--- config.mk ---
export PLATFORM = sky130hd
export DESIGN_NAME = mem_arbiter_flat
export DESIGN_NICKNAME = d
export VERILOG_FILES = /design/src/rtl/mem_arbiter_if.sv /design/src/rtl/mem_arbiter.sv /design/src/flat_wrapper.sv
export SDC_FILE = /design/constraint.sdc
export NUM_CORES = 1
export LEC_CHECK = 0
export BUFFER_PORTS_ARGS = -buffer_cell sky130_fd_sc_hd__clkbuf_2
export CORE_AREA = 2 2 97 99
export CTS_BUF_LIST = sky130_fd_sc_hd__clkbuf_2
export CTS_CLUSTER_DIAMETER = 50
export DETAILED_ROUTE_END_ITERATION = 12
export DIE_AREA = 0 0 99 101
export GPL_ROUTABILITY_DRIVEN = 1
export HOLD_SLACK_MARGIN = 0.02
export SETUP_SLACK_MARGIN = 0.4
export SLEW_MARGIN = 40
export SYNTH_ARGS = -nofsm -noshare
export SYNTH_HDL_FRONTEND = slang
export SYNTH_SLANG_ARGS = --single-unit
--- constraint.sdc ---
create_clock -name clk -period 8.2 [get_ports clk]
set_input_delay 2.46 -clock clk [delete_from_list [all_inputs] [get_ports clk]]
set_output_delay 2.46 -clock clk [all_outputs]
set_load 0.02 [all_outputs]
--- src/rtl/mem_arbiter_if.sv ---
// -----------------------------------------------------------------------------
// mem_arbiter_if
// Bundles the three bus faces of the memory arbiter:
//   fetch port : if_req, if_addr -> if_gnt, if_rvalid, if_rdata, if_err
//   data port  : d_req, d_we, d_wmask, d_addr, d_wdata
//                -> d_gnt, d_rvalid, d_rdata, d_err
//   memory     : mem_en, mem_we, mem_addr, mem_wdata <- mem_rdata
// Modports:
//   slave  : the arbiter (consumes requests and read data, drives the rest)
//   master : the requesters plus memory model (the opposite directions)
// -----------------------------------------------------------------------------
interface mem_arbiter_if #(
   parameter int ADDR_W = 8
);
   logic              if_req;
   logic [31:0]       if_addr;
   logic              if_gnt;
   logic              if_rvalid;
   logic [31:0]       if_rdata;
   logic              if_err;

   logic              d_req;
   logic              d_we;
   logic [3:0]        d_wmask;
   logic [31:0]       d_addr;
   logic [31:0]       d_wdata;
   logic              d_gnt;
   logic              d_rvalid;
   logic [31:0]       d_rdata;
   logic              d_err;

   logic              mem_en;
   logic [3:0]        mem_we;
   logic [ADDR_W-1:0] mem_addr;
   logic [31:0]       mem_wdata;
   logic [31:0]       mem_rdata;

   modport slave (
      input  if_req, if_addr,
      input  d_req, d_we, d_wmask, d_addr, d_wdata,
      input  mem_rdata,
      output if_gnt, if_rvalid, if_rdata, if_err,
      output d_gnt, d_rvalid, d_rdata, d_err,
      output mem_en, mem_we, mem_addr, mem_wdata
   );

   modport master (
      output if_req, if_addr,
      output d_req, d_we, d_wmask, d_addr, d_wdata,
      output mem_rdata,
      input  if_gnt, if_rvalid, if_rdata, if_err,
      input  d_gnt, d_rvalid, d_rdata, d_err,
      input  mem_en, mem_we, mem_addr, mem_wdata
   );
endinterface

--- src/rtl/mem_arbiter.sv ---
// -----------------------------------------------------------------------------
// mem_arbiter
// Shares one single-port synchronous memory between an instruction-fetch port
// and a load/store port. One request is granted per cycle (combinational
// grant); data has priority unless fetch has been denied STARVE_MAX cycles in
// a row. Reads answer one cycle after grant; out-of-range accesses are granted
// but never touch memory and answer with an error instead.
// Ports:
//   clk   : system clock, rising edge
//   reset : synchronous, active-high
//   bus   : mem_arbiter_if.slave (fetch, data and memory signal groups)
// -----------------------------------------------------------------------------
module mem_arbiter #(
   parameter int ADDR_W     = 8,
   parameter int STARVE_MAX = 3
) (
   input logic          clk,
   input logic          reset,
   mem_arbiter_if.slave bus
);
   localparam int CNT_W = (STARVE_MAX < 1) ? 1 : $clog2(STARVE_MAX + 1);
   localparam logic [CNT_W-1:0] STARVE_LIM = CNT_W'(STARVE_MAX);

   logic [CNT_W-1:0] starve_cnt;
   logic             pend_if;
   logic             pend_d;
   logic             rsp_err_p1;
   logic             st_err_p1;

   logic             fetch_wins;
   logic             any_gnt;
   logic             is_store;
   logic             in_range;
   logic [31:0]      sel_addr;

   // ---- stage 0: arbitration and memory command (combinational) ----
   always_comb begin
      fetch_wins    = bus.if_req && (!bus.d_req || (starve_cnt == STARVE_LIM));
      bus.if_gnt    = !reset && fetch_wins;
      bus.d_gnt     = !reset && bus.d_req && !fetch_wins;
      any_gnt       = bus.if_gnt || bus.d_gnt;
      is_store      = bus.d_gnt && bus.d_we;
      sel_addr      = bus.if_gnt ? bus.if_addr : bus.d_addr;
      // Anything above the word-address field makes the access out of range.
      in_range      = ((sel_addr >> (ADDR_W + 2)) == 32'd0);

      bus.mem_en    = any_gnt && in_range;
      bus.mem_we    = '0;
      bus.mem_addr  = '0;
      bus.mem_wdata = '0;
      if (bus.mem_en) begin
         bus.mem_addr = sel_addr[ADDR_W+1:2];
         if (is_store) begin
            bus.mem_we    = bus.d_wmask;
            bus.mem_wdata = bus.d_wdata;
         end
      end
   end

   // ---- stage 0 -> 1: starvation counter and response ownership ----
   always_ff @(posedge clk) begin
      if (reset) begin
         starve_cnt <= '0;
         pend_if    <= 1'b0;
         pend_d     <= 1'b0;
         rsp_err_p1 <= 1'b0;
         st_err_p1  <= 1'b0;
      end else begin
         if (!bus.if_req || bus.if_gnt)
            starve_cnt <= '0;
         else if (starve_cnt != STARVE_LIM)
            starve_cnt <= starve_cnt + CNT_W'(1);
         pend_if    <= bus.if_gnt;
         pend_d     <= bus.d_gnt && !bus.d_we;
         rsp_err_p1 <= any_gnt && !is_store && !in_range;
         st_err_p1  <= is_store && !in_range;
      end
   end

   // ---- stage 1: responses ----
   // Gating with reset squashes a response whose grant happened the cycle
   // before reset was raised; the flags themselves clear at the reset edge.
   always_comb begin
      bus.if_rvalid = pend_if && !reset;
      bus.if_err    = bus.if_rvalid && rsp_err_p1;
      bus.if_rdata  = (bus.if_rvalid && !rsp_err_p1) ? bus.mem_rdata : 32'd0;

      bus.d_rvalid  = pend_d && !reset;
      bus.d_err     = (bus.d_rvalid && rsp_err_p1) || (st_err_p1 && !reset);
      bus.d_rdata   = (bus.d_rvalid && !rsp_err_p1) ? bus.mem_rdata : 32'd0;
   end
endmodule

--- src/flat_wrapper.sv ---
// flat-port wrapper written by rule: the top's interface ports become plain ports
module mem_arbiter_flat 
#(
   parameter int ADDR_W     = 8,
   parameter int STARVE_MAX = 3
)
  (clk, reset, bus_if_req, bus_if_addr, bus_d_req, bus_d_we, bus_d_wmask, bus_d_addr, bus_d_wdata, bus_mem_rdata, bus_if_gnt, bus_if_rvalid, bus_if_rdata, bus_if_err, bus_d_gnt, bus_d_rvalid, bus_d_rdata, bus_d_err, bus_mem_en, bus_mem_we, bus_mem_addr, bus_mem_wdata);
  mem_arbiter_if #(.ADDR_W(ADDR_W)) bus_i ();
  input logic clk;
  input logic reset;
  input wire logic [$bits(bus_i.if_req)-1:0] bus_if_req;
  input wire logic [$bits(bus_i.if_addr)-1:0] bus_if_addr;
  input wire logic [$bits(bus_i.d_req)-1:0] bus_d_req;
  input wire logic [$bits(bus_i.d_we)-1:0] bus_d_we;
  input wire logic [$bits(bus_i.d_wmask)-1:0] bus_d_wmask;
  input wire logic [$bits(bus_i.d_addr)-1:0] bus_d_addr;
  input wire logic [$bits(bus_i.d_wdata)-1:0] bus_d_wdata;
  input wire logic [$bits(bus_i.mem_rdata)-1:0] bus_mem_rdata;
  output wire logic [$bits(bus_i.if_gnt)-1:0] bus_if_gnt;
  output wire logic [$bits(bus_i.if_rvalid)-1:0] bus_if_rvalid;
  output wire logic [$bits(bus_i.if_rdata)-1:0] bus_if_rdata;
  output wire logic [$bits(bus_i.if_err)-1:0] bus_if_err;
  output wire logic [$bits(bus_i.d_gnt)-1:0] bus_d_gnt;
  output wire logic [$bits(bus_i.d_rvalid)-1:0] bus_d_rvalid;
  output wire logic [$bits(bus_i.d_rdata)-1:0] bus_d_rdata;
  output wire logic [$bits(bus_i.d_err)-1:0] bus_d_err;
  output wire logic [$bits(bus_i.mem_en)-1:0] bus_mem_en;
  output wire logic [$bits(bus_i.mem_we)-1:0] bus_mem_we;
  output wire logic [$bits(bus_i.mem_addr)-1:0] bus_mem_addr;
  output wire logic [$bits(bus_i.mem_wdata)-1:0] bus_mem_wdata;
  assign bus_i.if_req = bus_if_req;
  assign bus_i.if_addr = bus_if_addr;
  assign bus_i.d_req = bus_d_req;
  assign bus_i.d_we = bus_d_we;
  assign bus_i.d_wmask = bus_d_wmask;
  assign bus_i.d_addr = bus_d_addr;
  assign bus_i.d_wdata = bus_d_wdata;
  assign bus_i.mem_rdata = bus_mem_rdata;
  assign bus_if_gnt = bus_i.if_gnt;
  assign bus_if_rvalid = bus_i.if_rvalid;
  assign bus_if_rdata = bus_i.if_rdata;
  assign bus_if_err = bus_i.if_err;
  assign bus_d_gnt = bus_i.d_gnt;
  assign bus_d_rvalid = bus_i.d_rvalid;
  assign bus_d_rdata = bus_i.d_rdata;
  assign bus_d_err = bus_i.d_err;
  assign bus_mem_en = bus_i.mem_en;
  assign bus_mem_we = bus_i.mem_we;
  assign bus_mem_addr = bus_i.mem_addr;
  assign bus_mem_wdata = bus_i.mem_wdata;
  mem_arbiter #(.ADDR_W(ADDR_W), .STARVE_MAX(STARVE_MAX)) u_core (.clk(clk), .reset(reset), .bus(bus_i));
endmodule
==> metrics.yaml <==
multi_input_area_sq_um: 1030
die_h_microns: 101
finalSetupViolCount: 0
ctsResizeCount: 0
coreArea_sq_um: 8980
place_congestion: 0.816
ys_seq_area_share_pct: 9.70
yosysUniqueCellTypes: 24
synth_edf_count: 0
yosysWarnings: 0
clk_pin_slew_worst_paths_ns: 0.06
worst_pin_slew_ns: 0.490
cp_slowest_stage_delay_ns: 0.51
cts_tree: "yes"
ys.flop_type: "dfxtp_1"
cts_max_level: 1
rsz0062_at_grt: "false"
relSlewSlack_pct: 67.2
r2r-start: "u_core.starve_cnt[0]$_SDFFE_PP0N_"
synth_fp_nets: 316
initial_core_util_pct: 13.8
syn_avg_cell_area_sq_um: 6.96
drc_errors: 0
crit_type: "primary input to primary output"
holdBufCountCts: 0
max_cap_violations: 0
startpoint_type: "primary input"
slowest_stage: "or4_1"
via_per_inst: 4.06
antenna_found_initial: 0
crit_fanout: 47
fin_crit_sh_pct: 82.0
ir_drop_mv: 0.0203
layout-drive-gt1-share_pct: 62.6
synth_cells: 178
drt_iter0_drc: 20
clkLatencyLatePin_ns: 0.21
power.leakage_nw: 1.75
endpoint_kind: "primary output"
worstRegToRegCells: 6
crit_chain: "clkbuf_2 > or4_1 > a211o_1 > o22ai_2 > buf_4 > nor3b_1 > clkbuf_2"
arrival_ns: 4.26
power_density_nw_per_um2: 44.8
final_hold_viol_count: 0
dp_hpwl_microns: 5770
cts_max_path_buffers: 2
path_common_cell: "clkbuf_2"
async_flop_share_pct: 0
cts.sinks: 6
globalRouteTotalUtil_pct: 11.9
cts_made_buffers: 3
fin_crit_ns: 6.72
synth_seq_cells: 6
dr.pass1.iters: 3
hold_slack_ns: 0.428
drtAntennaViolNets: 0
final_nets: 557
layout_common_cells: "clkbuf_2, and2_1, and3_1"
die_w_microns: 99
via_count: 2143
core.rowCount: 35
grt_max_degree: 48
status: "finished, final reports clean"
crit_required_ns: 5.74
wl_microns: 6420
setup_tns_ns: 0
seq_area_sq_um: 120
regToRegSetupSlack_ns: 6.44
grt_pass1_wl_microns: 9540
drv_slew: 0
hold_path_class: "flip-flop to flip-flop"
timing.fmax_ghz: 0.149
grt_pass1_vias: 1971
place.port_buffers: 247
layout_commonest_cell: "clkbuf_2"
antenna_cells: 0
final.setup_skew_ns: 0.00448
cts_root_buf: "clkbuf_2"
nFillCells: 998
cts_setup_buffers: 0
crit_start: "bus_d_addr[28]"
area.growth.synth_to_final_pct: 109
wl_per_cell_microns: 12.2
die-area_sq_um: 10000
rr_endpoint: "u_core.rsp_err_p1$_SDFF_PP0_"
netlist_area_sq_um: 1240
io_pins: 252
overflow: 0
critPathCapture: "bus_mem_addr[4]"
-- routing by layer --
metal	wire [microns]	vias to the layer above	GRT usage (%)
li1	-	1091	-
met1	2300	907	12.9
met2	3320	137	22.2
met3	572	8	1.66
met4	225	0	6.11
met5	0	-	0
-- Yosys cell counts, types with 2 or more instances --
cell type   n  area (sq um)
buf_6       4          45.0
or4_1       2          15.0
nor2_1      4          15.0
and3_1     36           225
and2_1     66           413
nor3b_1     9          67.6
dfxtp_1     6           120
nor4_1      8          50.1
nor2b_1     8          50.1
nor3_1      2          10.0
nand4_1     3          18.8
clkbuf_2    2          10.0
clkbuf_1   10          37.5
mux2i_1     8          80.1
-- area by class of cell --
class | instances | area share [%]
Inverter | 2 | 0.291
Sequential cell | 6 | 4.65
Tap cell | 111 | 5.38
Timing Repair Buffer | 252 | 49.3
Clock buffer | 3 | 0.581
Multi-Input combinational cell | 154 | 39.8
-- sequential cells by signal, indices dropped and copies added (netlist names) --
| signal | count |
|---|---|
| u_core.pend_d | 1 |
| u_core.pend_if | 1 |
| u_core.rsp_err_p1 | 1 |
| u_core.st_err_p1 | 1 |
| u_core.starve_cnt | 2 |
-- report_power, final --
group / internal, mW / total, mW / switching (mW)
Sequential: 0.0305 / 0.0314 / 0.000813
Combinational: 0.0340 / 0.0645 / 0.0305
Clock: 0.00991 / 0.0200 / 0.0101
-- worst min-delay path by stage --
| stage | end | depth (start not counted) | slack (ns) | from |
|---|---|---|---|---|
| 2_1_floorplan | u_core.starve_cnt[0]$_SDFFE_PP0N_ | 1 | 0.40 | u_core.starve_cnt[0]$_SDFFE_PP0N_ |
| 3_3_place_gp | u_core.starve_cnt[0]$_SDFFE_PP0N_ | 1 | 0.41 | u_core.starve_cnt[0]$_SDFFE_PP0N_ |
| 3_5_place_dp | u_core.starve_cnt[0]$_SDFFE_PP0N_ | 1 | 0.42 | u_core.starve_cnt[0]$_SDFFE_PP0N_ |
| 4_1_cts | u_core.starve_cnt[0]$_SDFFE_PP0N_ | 1 | 0.43 | u_core.starve_cnt[0]$_SDFFE_PP0N_ |
| 5_1_grt | u_core.starve_cnt[0]$_SDFFE_PP0N_ | 1 | 0.44 | u_core.starve_cnt[0]$_SDFFE_PP0N_ |
| 6_report | u_core.starve_cnt[0]$_SDFFE_PP0N_ | 1 | 0.43 | u_core.starve_cnt[0]$_SDFFE_PP0N_ |
-- kinds of logic (layout without fill, tap and decap cells) --
family,count (synthesis),in the layout,share of synthesized area (%)
AO/OA/AOI/OAI,4,4,2.73
adder cells (fa/ha/maj),1,1,1.01
buffers and inverters,18,257,8.08
flip-flops,6,6,9.70
multiplexers,8,8,6.46
AND/OR/NAND/NOR,141,141,72.0
-- critical path: cells and delay by family --
kind	cells	cell delay, ns
simple gates	2	0.76
buf+inv	3	0.62
compound gates	2	0.41
-- through the flow --
stage | instances | util [%] | setup WS [ns] | total power, mW | cell area (sq um)
CTS | 528 | 28.7 | 1.46 | 0.118 | 2580
detailed placement | 525 | 28.6 | 1.47 | 0.0972 | 2560
floorplan | 178 | - | 1.63 | 0.0552 | 1240
global route | 528 | 28.8 | 1.32 | 0.126 | 2580
finish | 528 | 28.8 | 1.48 | 0.116 | 2580
global placement | 525 | 28.6 | 1.49 | 0.0956 | 2560
(Power assumes the default switching activity.)
